## src/rtl/cpu_pkg.sv

```systemverilog
// Shared CPU front-end definitions.
// Holds the fetch FSM state type, the PC and instruction widths, and the
// default reset fetch address used by fetch_unit and pc_reg.
package cpu_pkg;

  localparam int PC_W    = 30;
  localparam int INSTR_W = 32;
  localparam int CNT_W   = 32;

  localparam logic [PC_W-1:0] RESET_PC_DEFAULT = 30'h0000_0000;

  typedef enum logic [1:0] {
    RESET   = 2'd0,
    FETCH   = 2'd1,
    PRESENT = 2'd2
  } fetch_state_e;

endpackage

```

## src/rtl/fetch_unit_pc_reg.sv

```systemverilog
// Program counter register with its next-value mux and incrementer.
// Ports:
//   i_clk, i_rst_n   : clock, asynchronous active-low reset
//   i_load           : update the PC this cycle (decode handshake)
//   i_mux_pc_src     : 1 = load i_pc30, 0 = load pc+1
//   i_pc30           : branch/jump target word address
//   o_pc             : current PC (word address)
//   o_incr_pc        : current PC + 1, wrapping at 30 bits
module pc_reg
  import cpu_pkg::*;
#(
  parameter logic [PC_W-1:0] RESET_PC = RESET_PC_DEFAULT
) (
  input  logic            i_clk,
  input  logic            i_rst_n,
  input  logic            i_load,
  input  logic            i_mux_pc_src,
  input  logic [PC_W-1:0] i_pc30,
  output logic [PC_W-1:0] o_pc,
  output logic [PC_W-1:0] o_incr_pc
);

  localparam logic [PC_W-1:0] PC_ONE = 1;

  logic [PC_W-1:0] r_pc;
  logic [PC_W-1:0] w_incr;
  logic [PC_W-1:0] w_pc_next;

  // Natural 30-bit wrap: 3FFF_FFFF + 1 -> 0 with no carry out.
  assign w_incr = r_pc + PC_ONE;

  // The select and target only matter on a load cycle; otherwise the PC holds.
  always_comb begin
    w_pc_next = r_pc;
    if (i_load) begin
      w_pc_next = i_mux_pc_src ? i_pc30 : w_incr;
    end
  end

  always_ff @(posedge i_clk or negedge i_rst_n) begin
    if (!i_rst_n) begin
      r_pc <= RESET_PC;
    end else begin
      r_pc <= w_pc_next;
    end
  end

  assign o_pc      = r_pc;
  assign o_incr_pc = w_incr;

endmodule

```

## src/rtl/fetch_unit.sv

```systemverilog
// Instruction fetch unit: requests one word from instruction memory, holds
// the returned instruction for decode, and advances the PC on acceptance.
// Ports:
//   i_clk, i_rst_n   : clock, asynchronous active-low reset
//   i_mux_pc_src     : 1 = next PC is i_pc30, 0 = sequential (sampled on handshake)
//   i_pc30           : branch/jump target word address
//   o_incr_pc        : presented PC + 1, to the next-PC stage
//   o_imem_req       : instruction memory read request
//   o_imem_addr      : request word address
//   i_imem_ack       : memory returns i_imem_data this cycle
//   i_imem_data      : returned instruction word
//   o_instr          : instruction presented to decode
//   o_instr_valid    : o_instr / o_incr_pc are valid
//   i_instr_ready    : decode accepts the instruction this cycle
//   o_fetch_cnt      : number of accepted instructions (wraps)
module fetch_unit
  import cpu_pkg::*;
#(
  parameter logic [PC_W-1:0] RESET_PC = RESET_PC_DEFAULT
) (
  input  logic               i_clk,
  input  logic               i_rst_n,
  input  logic               i_mux_pc_src,
  input  logic [PC_W-1:0]    i_pc30,
  output logic [PC_W-1:0]    o_incr_pc,
  output logic               o_imem_req,
  output logic [PC_W-1:0]    o_imem_addr,
  input  logic               i_imem_ack,
  input  logic [INSTR_W-1:0] i_imem_data,
  output logic [INSTR_W-1:0] o_instr,
  output logic               o_instr_valid,
  input  logic               i_instr_ready,
  output logic [CNT_W-1:0]   o_fetch_cnt
);

  localparam logic [CNT_W-1:0] CNT_ONE = 1;

  fetch_state_e       r_state;
  fetch_state_e       w_state_next;
  logic [INSTR_W-1:0] r_instr;
  logic [CNT_W-1:0]   r_fetch_cnt;
  logic               w_capture;
  logic               w_handshake;
  logic [PC_W-1:0]    w_pc;

  // State register. Reset forces RESET asynchronously, so a request in
  // flight is dropped immediately and any later ack lands outside FETCH.
  always_ff @(posedge i_clk or negedge i_rst_n) begin
    if (!i_rst_n) begin
      r_state <= RESET;
    end else begin
      r_state <= w_state_next;
    end
  end

  // Next-state and Moore outputs. Ack is only honoured in FETCH and ready
  // only in PRESENT, which gives the "ignored elsewhere" behaviour for free.
  always_comb begin
    w_state_next  = r_state;
    o_imem_req    = 1'b0;
    o_instr_valid = 1'b0;
    w_capture     = 1'b0;
    w_handshake   = 1'b0;
    case (r_state)
      RESET: begin
        w_state_next = FETCH;
      end
      FETCH: begin
        o_imem_req = 1'b1;
        if (i_imem_ack) begin
          w_capture    = 1'b1;
          w_state_next = PRESENT;
        end
      end
      PRESENT: begin
        o_instr_valid = 1'b1;
        if (i_instr_ready) begin
          w_handshake  = 1'b1;
          w_state_next = FETCH;
        end
      end
      default: begin
        w_state_next = RESET;
      end
    endcase
  end

  // Instruction buffer: loaded only on an accepted memory response, held
  // through PRESENT until decode takes it.
  always_ff @(posedge i_clk or negedge i_rst_n) begin
    if (!i_rst_n) begin
      r_instr <= '0;
    end else if (w_capture) begin
      r_instr <= i_imem_data;
    end
  end

  always_ff @(posedge i_clk or negedge i_rst_n) begin
    if (!i_rst_n) begin
      r_fetch_cnt <= '0;
    end else if (w_handshake) begin
      r_fetch_cnt <= r_fetch_cnt + CNT_ONE;
    end
  end

  pc_reg #(
    .RESET_PC (RESET_PC)
  ) u_pc_reg (
    .i_clk        (i_clk),
    .i_rst_n      (i_rst_n),
    .i_load       (w_handshake),
    .i_mux_pc_src (i_mux_pc_src),
    .i_pc30       (i_pc30),
    .o_pc         (w_pc),
    .o_incr_pc    (o_incr_pc)
  );

  assign o_imem_addr = w_pc;
  assign o_instr     = r_instr;
  assign o_fetch_cnt = r_fetch_cnt;

endmodule

```

## config.mk

```make
export PLATFORM = sky130hd
export DESIGN_NAME = fetch_unit
export DESIGN_NICKNAME = d
export VERILOG_FILES = /design/src/rtl/cpu_pkg.sv /design/src/rtl/fetch_unit_pc_reg.sv /design/src/rtl/fetch_unit.sv
export SDC_FILE = /design/constraint.sdc
export NUM_CORES = 1
export LEC_CHECK = 0
export CORE_MARGIN = 2
export CORE_UTILIZATION = 30
export DETAILED_ROUTE_END_ITERATION = 10
export PLACE_DENSITY = 0.65
export SYNTH_ARGS = -nofsm -noshare
export SYNTH_HDL_FRONTEND = slang
export SYNTH_HIERARCHICAL = 1
export SYNTH_SLANG_ARGS = --single-unit
```

## constraint.sdc

```tcl
create_clock -name i_clk -period 2.2 [get_ports i_clk]
set_input_delay 0.44 -clock i_clk [delete_from_list [all_inputs] [get_ports i_clk]]
set_output_delay 0.44 -clock i_clk [all_outputs]
set_load 0.01 [all_outputs]
```

==> flow_metrics.env, run 1 <==
export IMPL_avgSynthCellArea_um2=10.4
export IMPL_vias=5362
export IMPL_wirelength_um=17700
export IMPL_clockRootBuffer="clkbuf_16"
export IMPL_pin_count=193
export IMPL_p_leak_nw=3.99
export IMPL_clockBufferDepth=2
export IMPL_ctsHoldBuffers=0
export IMPL_grt_pass1_vias=5380
export IMPL_n_fill_cell=1451
export IMPL_grt_overflow_total=0
export IMPL_cp_common_cell="buf_6"
export IMPL_netlist_instances=508
export IMPL_final_cells=1061
export IMPL_port_buffers=192
export IMPL_antennaDiodeCount=0
export IMPL_power_density_mw_per_mm2=1050
export IMPL_yosys_area_share_adder=0.00472
export IMPL_multi_input_area_mm2=0.00314
export IMPL_top_usage_layer="met2"
export IMPL_antenna_found_initial=0
export IMPL_worstSetupStartpointType="register"
export IMPL_die_area_mm2=0.0187
export IMPL_final_max_slew_violation_count=0
export IMPL_dr_pass1_iters=5
export IMPL_required_ns=1.76
export IMPL_grt_pass1_wl_um=27300
export IMPL_violations="setup timing"
export IMPL_dpl_cell_count=994
export IMPL_dp_hpwl_um=12400
export IMPL_setup_reg_to_reg_worst_slack_ns=0.12
export IMPL_synth_mux_area_frac=0.0758
export IMPL_final_setup_viol_count=22
export IMPL_status="finished with violations"
export IMPL_clock_fmax_mhz=410
export IMPL_rsz0062_at_grt="yes"
export IMPL_min_period_ns=2.44
export IMPL_path_class="register to primary output"
export IMPL_fin_skew_ns=0.00698
export IMPL_core_area_mm2=0.0173
export IMPL_cts_sinks=96
export IMPL_die_width_um=137
export IMPL_cts_htree_levels=3
export IMPL_fin_nets=900
export IMPL_async_flop_share=1.00
export IMPL_hold_viol=0
export IMPL_gp_routability_congestion=0.867
export IMPL_worst_pin_slew_ns=0.535
export IMPL_synth_edf_count=0
export IMPL_synth_cell_types=57
export IMPL_slew_headroom=0.643
export IMPL_drcViolationCount=0
export IMPL_synth_net_count=577
export IMPL_grt_use_met1=0.238
export IMPL_synth_flop_cell="dfrtp_1"
export IMPL_grt_start_max_net_pins=49
export IMPL_synth_top_family_by_area="simple AND/OR/NAND/NOR gates"
export IMPL_syn_to_final_growth_pct=74.1
export IMPL_cp_slowest_stage_delay_ns=0.37
export IMPL_gr_usage_met2=0.309
export IMPL_synthSimpleGateAreaFrac=0.228
export IMPL_cap_violations=0
export IMPL_start_util=0.306
export IMPL_cp_arrival_ns=2.00
export IMPL_clk_latency_ns=0.34
export IMPL_drtAntennaViolNets=0
export IMPL_period_share=1.11
export IMPL_clkSlewWorstSetupHoldPaths_ns=0.06
export IMPL_grt_usage=0.185
export IMPL_cts_tree="yes"
export IMPL_crit_fanout=6
export IMPL_grt_util_met3=0.0393
export IMPL_yosysWarningCount=6
export IMPL_mostFrequentLayoutCell="clkdlybuf4s50_1"
export IMPL_path_cells="buf_4 -> nand4_4 -> buf_6 -> nor4_4 -> buf_6 -> nand4_1 -> xnor2_1 -> buf_2"
export IMPL_die_y_um=137
export IMPL_synth_seq_area_share=0.453
export IMPL_drt_initial_drc_count=304
export IMPL_row_count=48
export IMPL_numCtsBuffers=9
export IMPL_hold_class="primary input to asynchronous set/reset pin"
export IMPL_tns_ns=-2.23
export IMPL_layout_common_cells="clkdlybuf4s50_1 (163), buf_4 (118), dfrtp_1 (91)"
export IMPL_seqCellArea_mm2=0.00241
export IMPL_synth_xor_area_frac=0.0958
export IMPL_drive_gt1_frac=0.356
export IMPL_netlist_area_mm2=0.00530
export IMPL_worst_ir_drop_vdd_mv=0.803
export IMPL_synth_compound_area_share=0.109
export IMPL_cpMaxStageDelayCell="dfrtp_1"
export IMPL_ys_seq_elements=96
export IMPL_viasPerCell=5.05
export IMPL_setup_ws_ns=-0.236
export IMPL_endpoint_kind="primary output"
export IMPL_wire_per_inst_um=16.7
==> synth_stat cells, types with 3 or more instances <==
cell type / count / area, µm²
clkbuf_1: 13 / 48.8
nand4_4: 5 / 106
nand4_1: 17 / 106
xor2_1: 22 / 193
o21a_1: 5 / 37.5
nand3_1: 29 / 145
nor3_1: 16 / 80.1
buf_1: 6 / 22.5
o311ai_0: 6 / 52.6
and4_1: 7 / 61.3
mux2_2: 33 / 372
o211ai_1: 5 / 37.5
o21ai_0: 14 / 70.1
inv_1: 16 / 60.1
and2_1: 5 / 31.3
nor2_1: 32 / 120
mux2i_1: 3 / 30.0
nand2_1: 38 / 143
nor4_1: 5 / 31.3
o31ai_1: 3 / 22.5
nor2b_1: 11 / 68.8
xnor2_1: 36 / 315
a22o_1: 13 / 114
and3_1: 5 / 31.3
nor4_4: 5 / 106
nand4b_1: 3 / 26.3
a21oi_1: 14 / 70.1
or2_2: 3 / 18.8
a31o_2: 3 / 26.3
dfrtp_1: 96 / 2400
buf_2: 3 / 15.0
==> critical path: cells and delay by family, from the launching register on <==
kind	cells	cell delay [ns]
xor gates and xnor gates	1	0.19
buffers and inverters	4	0.63
DFF	1	0.37
and+or+nand+nor	3	0.47
==> what timing repair did <==
action                     CTS  global route
gates cloned                 0             0
setup endpoints to repair   28            32
gates resized for setup    177            39
pin swaps                   33            28
setup buffers               36            21
==> state kept, by name, indices dropped and copies added, names as in the netlist <==
name and cells:
r_state 2, o_instr 32, u_pc_reg/o_pc 30, o_fetch_cnt 32
==> cell type report <==
| cell class | instances | area share |
|---|---|---|
| Clock buffer | 13 | 0.0271 |
| Clock inverter | 3 | 0.00705 |
| Inverter | 16 | 0.00651 |
| Multi-Input combinational cell | 370 | 0.341 |
| Sequential cell | 96 | 0.261 |
| Tap cell | 225 | 0.0305 |
| Timing Repair Buffer | 338 | 0.327 |
==> logic make-up (layout without fill, tap and decap cells) <==
family / Yosys count / count (layout)
AO/OA/AOI/OAI: 79 / 79
XOR/XNOR: 58 / 58
adder cells (fa/ha/maj): 2 / 2
buffers and inverters: 42 / 370
flip-flops: 96 / 96
multiplexers: 36 / 36
AND/OR/NAND/NOR: 195 / 195
==> metal layers <==
| metal | share of wire | vias to the layer above |
|---|---|---|
| li1 | - | 2505 |
| met1 | 0.42 | 2608 |
| met2 | 0.49 | 218 |
| met3 | 0.068 | 31 |
| met4 | 0.019 | 0 |
| met5 | 0 | - |
==> report_power, final <==
group / switching (mW) / leakage, nW / internal (mW) / total (mW)
combinational: 2.38 / 2.69 / 2.88 / 5.27
sequential: 0.444 / 1.15 / 2.33 / 2.77
clock: 0.643 / 0.154 / 1.03 / 1.67
total: 3.47 / 3.99 / 6.24 / 9.70
==> per-stage QoR <==
step                hold slack (ns)  worst slack, ns  instance area [µm²]  total power [mW]   util
floorplan                     0.144            0.120                 5300              4.76      -
global placement              0.450           -0.334                 8120              7.38  0.470
detailed placement            0.443           -0.345                 8120              7.43  0.470
CTS                          0.0695           -0.214                 8920              9.42  0.516
global route                 0.0979           -0.315                 9230              10.2  0.533
finish                       0.0758           -0.236                 9230              9.70  0.533
==> worst paths after layout <==
| path | start | end | depth (start not counted) |
|---|---|---|---|
| min | i_rst_n | o_instr[7] | 1 |
| min reg2reg | o_fetch_cnt[31] | o_fetch_cnt[31] | 1 |
| min in group i_clk | o_fetch_cnt[31] | o_fetch_cnt[31] | 1 |
| max reg2reg | u_pc_reg/o_pc[12] | u_pc_reg/o_pc[29] | 9 |
| max in group asynchronous | i_rst_n | o_instr[22] | 2 |
| max | u_pc_reg/o_pc[4] | o_incr_pc[16] | 8 |
Note: power is estimated with default switching activity, not from simulation.
==> run 2: changes to the inputs <==
--- a/config.mk
+++ b/config.mk
@@ -5,6 +5,7 @@
 export SDC_FILE = /design/constraint.sdc
 export NUM_CORES = 1
 export LEC_CHECK = 0
+export CORE_ASPECT_RATIO = 0.5
 export CORE_MARGIN = 2
 export CORE_UTILIZATION = 30
 export DETAILED_ROUTE_END_ITERATION = 10
==> flow_metrics.env, run 2 (synthesis gave the netlist of run 1 again) <==
export IMPL_clockBufferDepth=2
export IMPL_regToRegStartpoint="u_pc_reg/o_pc[4]"
export IMPL_grt_usage=0.181
export IMPL_place_area_mm2=0.00818
export IMPL_crit_fanout=5
export IMPL_hold_viol=0
export IMPL_grt_pass1_vias=5290
export IMPL_final_setup_viol_count=21
export IMPL_required_ns=1.76
export IMPL_grt_overflow_total=0
export IMPL_ctsHoldBuffers=0
export IMPL_core_area_mm2=0.0174
export IMPL_row_count=34
export IMPL_endpoint_kind="primary output"
export IMPL_status="finished with violations"
export IMPL_syn_to_final_growth_pct=70.8
export IMPL_drt_initial_drc_count=190
export IMPL_grt_start_max_net_pins=37
export IMPL_path_class="register to primary output"
export IMPL_cts_tree="yes"
export IMPL_r2r_end="u_pc_reg/o_pc[28]"
export IMPL_rsz0062_at_grt="yes"
export IMPL_n_fill_cell=1559
export IMPL_mostFrequentLayoutCell="clkdlybuf4s50_1"
export IMPL_setup_reg_to_reg_worst_slack_ns=0.25
export IMPL_clockPowerShare=0.162
export IMPL_clock_fmax_mhz=418
export IMPL_setup_ws_ns=-0.192
export IMPL_fin_nets=894
export IMPL_antenna_found_initial=0
export IMPL_p_int_mw=6.03
export IMPL_period_share=1.09
export IMPL_numCtsBuffers=9
export IMPL_p_sw_mw=3.52
export IMPL_slew_headroom=0.665
export IMPL_layout_common_cells="clkdlybuf4s50_1 (163), buf_4 (120), dfrtp_1 (92)"
export IMPL_power_frac_seq=0.285
export IMPL_wirelength_um=17500
export IMPL_port_buffers=192
export IMPL_power_density_mw_per_mm2=1060
export IMPL_wire_per_inst_um=16.5
export IMPL_viasPerCell=4.96
export IMPL_fin_skew_ns=0.0123
export IMPL_antennaDiodeCount=0
export IMPL_violations="setup timing"
export IMPL_dr_pass1_iters=7
export IMPL_clockRootBuffer="clkbuf_16"
export IMPL_gp_routability_congestion=0.825
export IMPL_die_area_mm2=0.0188
export IMPL_combPwrFrac=0.553
export IMPL_cts_sinks=96
export IMPL_die_y_um=98
export IMPL_fin_util=0.522
export IMPL_dp_hpwl_um=12800
export IMPL_clkSlewWorstSetupHoldPaths_ns=0.08
export IMPL_grt_pass1_wl_um=27100
export IMPL_p_leak_nw=3.91
export IMPL_worst_ir_drop_vdd_mv=0.521
export IMPL_cts_htree_levels=3
export IMPL_final_design_area_no_fill_mm2=0.00905
export IMPL_pre_cts_ws_ns=-0.273
export IMPL_worstSetupStartpointType="register"
export IMPL_final_max_slew_violation_count=0
export IMPL_min_period_ns=2.39
export IMPL_drtAntennaViolNets=0
export IMPL_drive_gt1_frac=0.347
export IMPL_p_sw_frac=0.369
export IMPL_pin_count=193
export IMPL_clk_latency_ns=0.35
export IMPL_worst_pin_slew_ns=0.502
export IMPL_reg2regPathDepth=7
export IMPL_cp_arrival_ns=1.95
export IMPL_drcViolationCount=0
export IMPL_hold_class="primary input to asynchronous set/reset pin"
export IMPL_vias=5279
export IMPL_cap_violations=0
export IMPL_die_width_um=192
export IMPL_start_util=0.305
-- run 2: changes by cell type in the layout (fill, tap and decap cells not counted), moves of 3 or more --
| cell | before | now |
|---|---|---|
| xnor2_1 | 23 | 29 |
| nor3_2 | 2 | 5 |
| xnor2_2 | 12 | 7 |
| clkbuf_1 | 3 | 0 |
| inv_6 | 0 | 3 |
| buf_6 | 26 | 18 |
-- run 2: per-layer routing --
| metal | up-vias | global-route usage | part of all wire |
|---|---|---|---|
| met5 | - | 0 | 0 |
| met4 | 0 | 0.0564 | 0.019 |
| met3 | 28 | 0.0385 | 0.050 |
| met2 | 148 | 0.318 | 0.50 |
| met1 | 2618 | 0.223 | 0.43 |
| li1 | 2485 | - | - |
-- run 2: area by class of cell --
class | count | area, µm² | area share
Tap cell | 234 | 293 | 0.0323
Inverter | 16 | 60.1 | 0.00663
Multi-Input combinational cell | 370 | 3050 | 0.337
Sequential cell | 96 | 2410 | 0.266
Clock inverter | 7 | 65.1 | 0.00719
Clock buffer | 9 | 225 | 0.0249
Timing Repair Buffer | 332 | 2950 | 0.326
-- run 2: stage by stage --
step	setup TNS [ns]	std cells	hold WS, ns	total power, mW
final	-2.46	1064	0.0534	9.55
after global routing	-4.40	1064	0.0808	10.1
after CTS	-2.07	1044	0.0713	9.30
after detailed placement	-4.14	1007	0.445	7.49
after global placement	-3.50	1007	0.443	7.41
after floorplan	0	508	0.144	4.76
-- run 2: worst max path at each step --
| stage | start | to | slack, ns | cells past startpoint |
|---|---|---|---|---|
| finish | u_pc_reg/o_pc[3] | o_incr_pc[23] | -0.19 | 6 |
| detailed placement | u_pc_reg/o_pc[7] | o_incr_pc[24] | -0.27 | 6 |
| global placement | u_pc_reg/o_pc[3] | o_incr_pc[26] | -0.24 | 5 |
| CTS | u_pc_reg/o_pc[1] | o_incr_pc[16] | -0.22 | 7 |
| floorplan | r_state[1] | u_pc_reg/o_pc[18] | 0.12 | 8 |
| global route | u_pc_reg/o_pc[10] | o_incr_pc[29] | -0.31 | 6 |
-- run 2: power groups by stage --
stage	clock, mW	sequential (mW)	combinational [mW]
floorplan	0	3.07	1.69
global placement	0	2.71	4.69
detailed placement	0	2.75	4.73
CTS	1.59	2.70	5.01
global route	1.68	2.80	5.65
finish	1.55	2.72	5.29
-- run 2: worst max-delay path, stage by stage, from the launching register on --
cell     delay, ns
dfrtp_1       0.43
buf_4         0.14
and4_4        0.25
nand4_4       0.13
or3_4         0.38
xnor2_2       0.13
buf_2         0.14
-- run 2: timing repair --
item	CTS	global route
pin swaps	24	33
resized for setup	148	51
buffers inserted	21	26
endpoints found under the setup margin	28	28
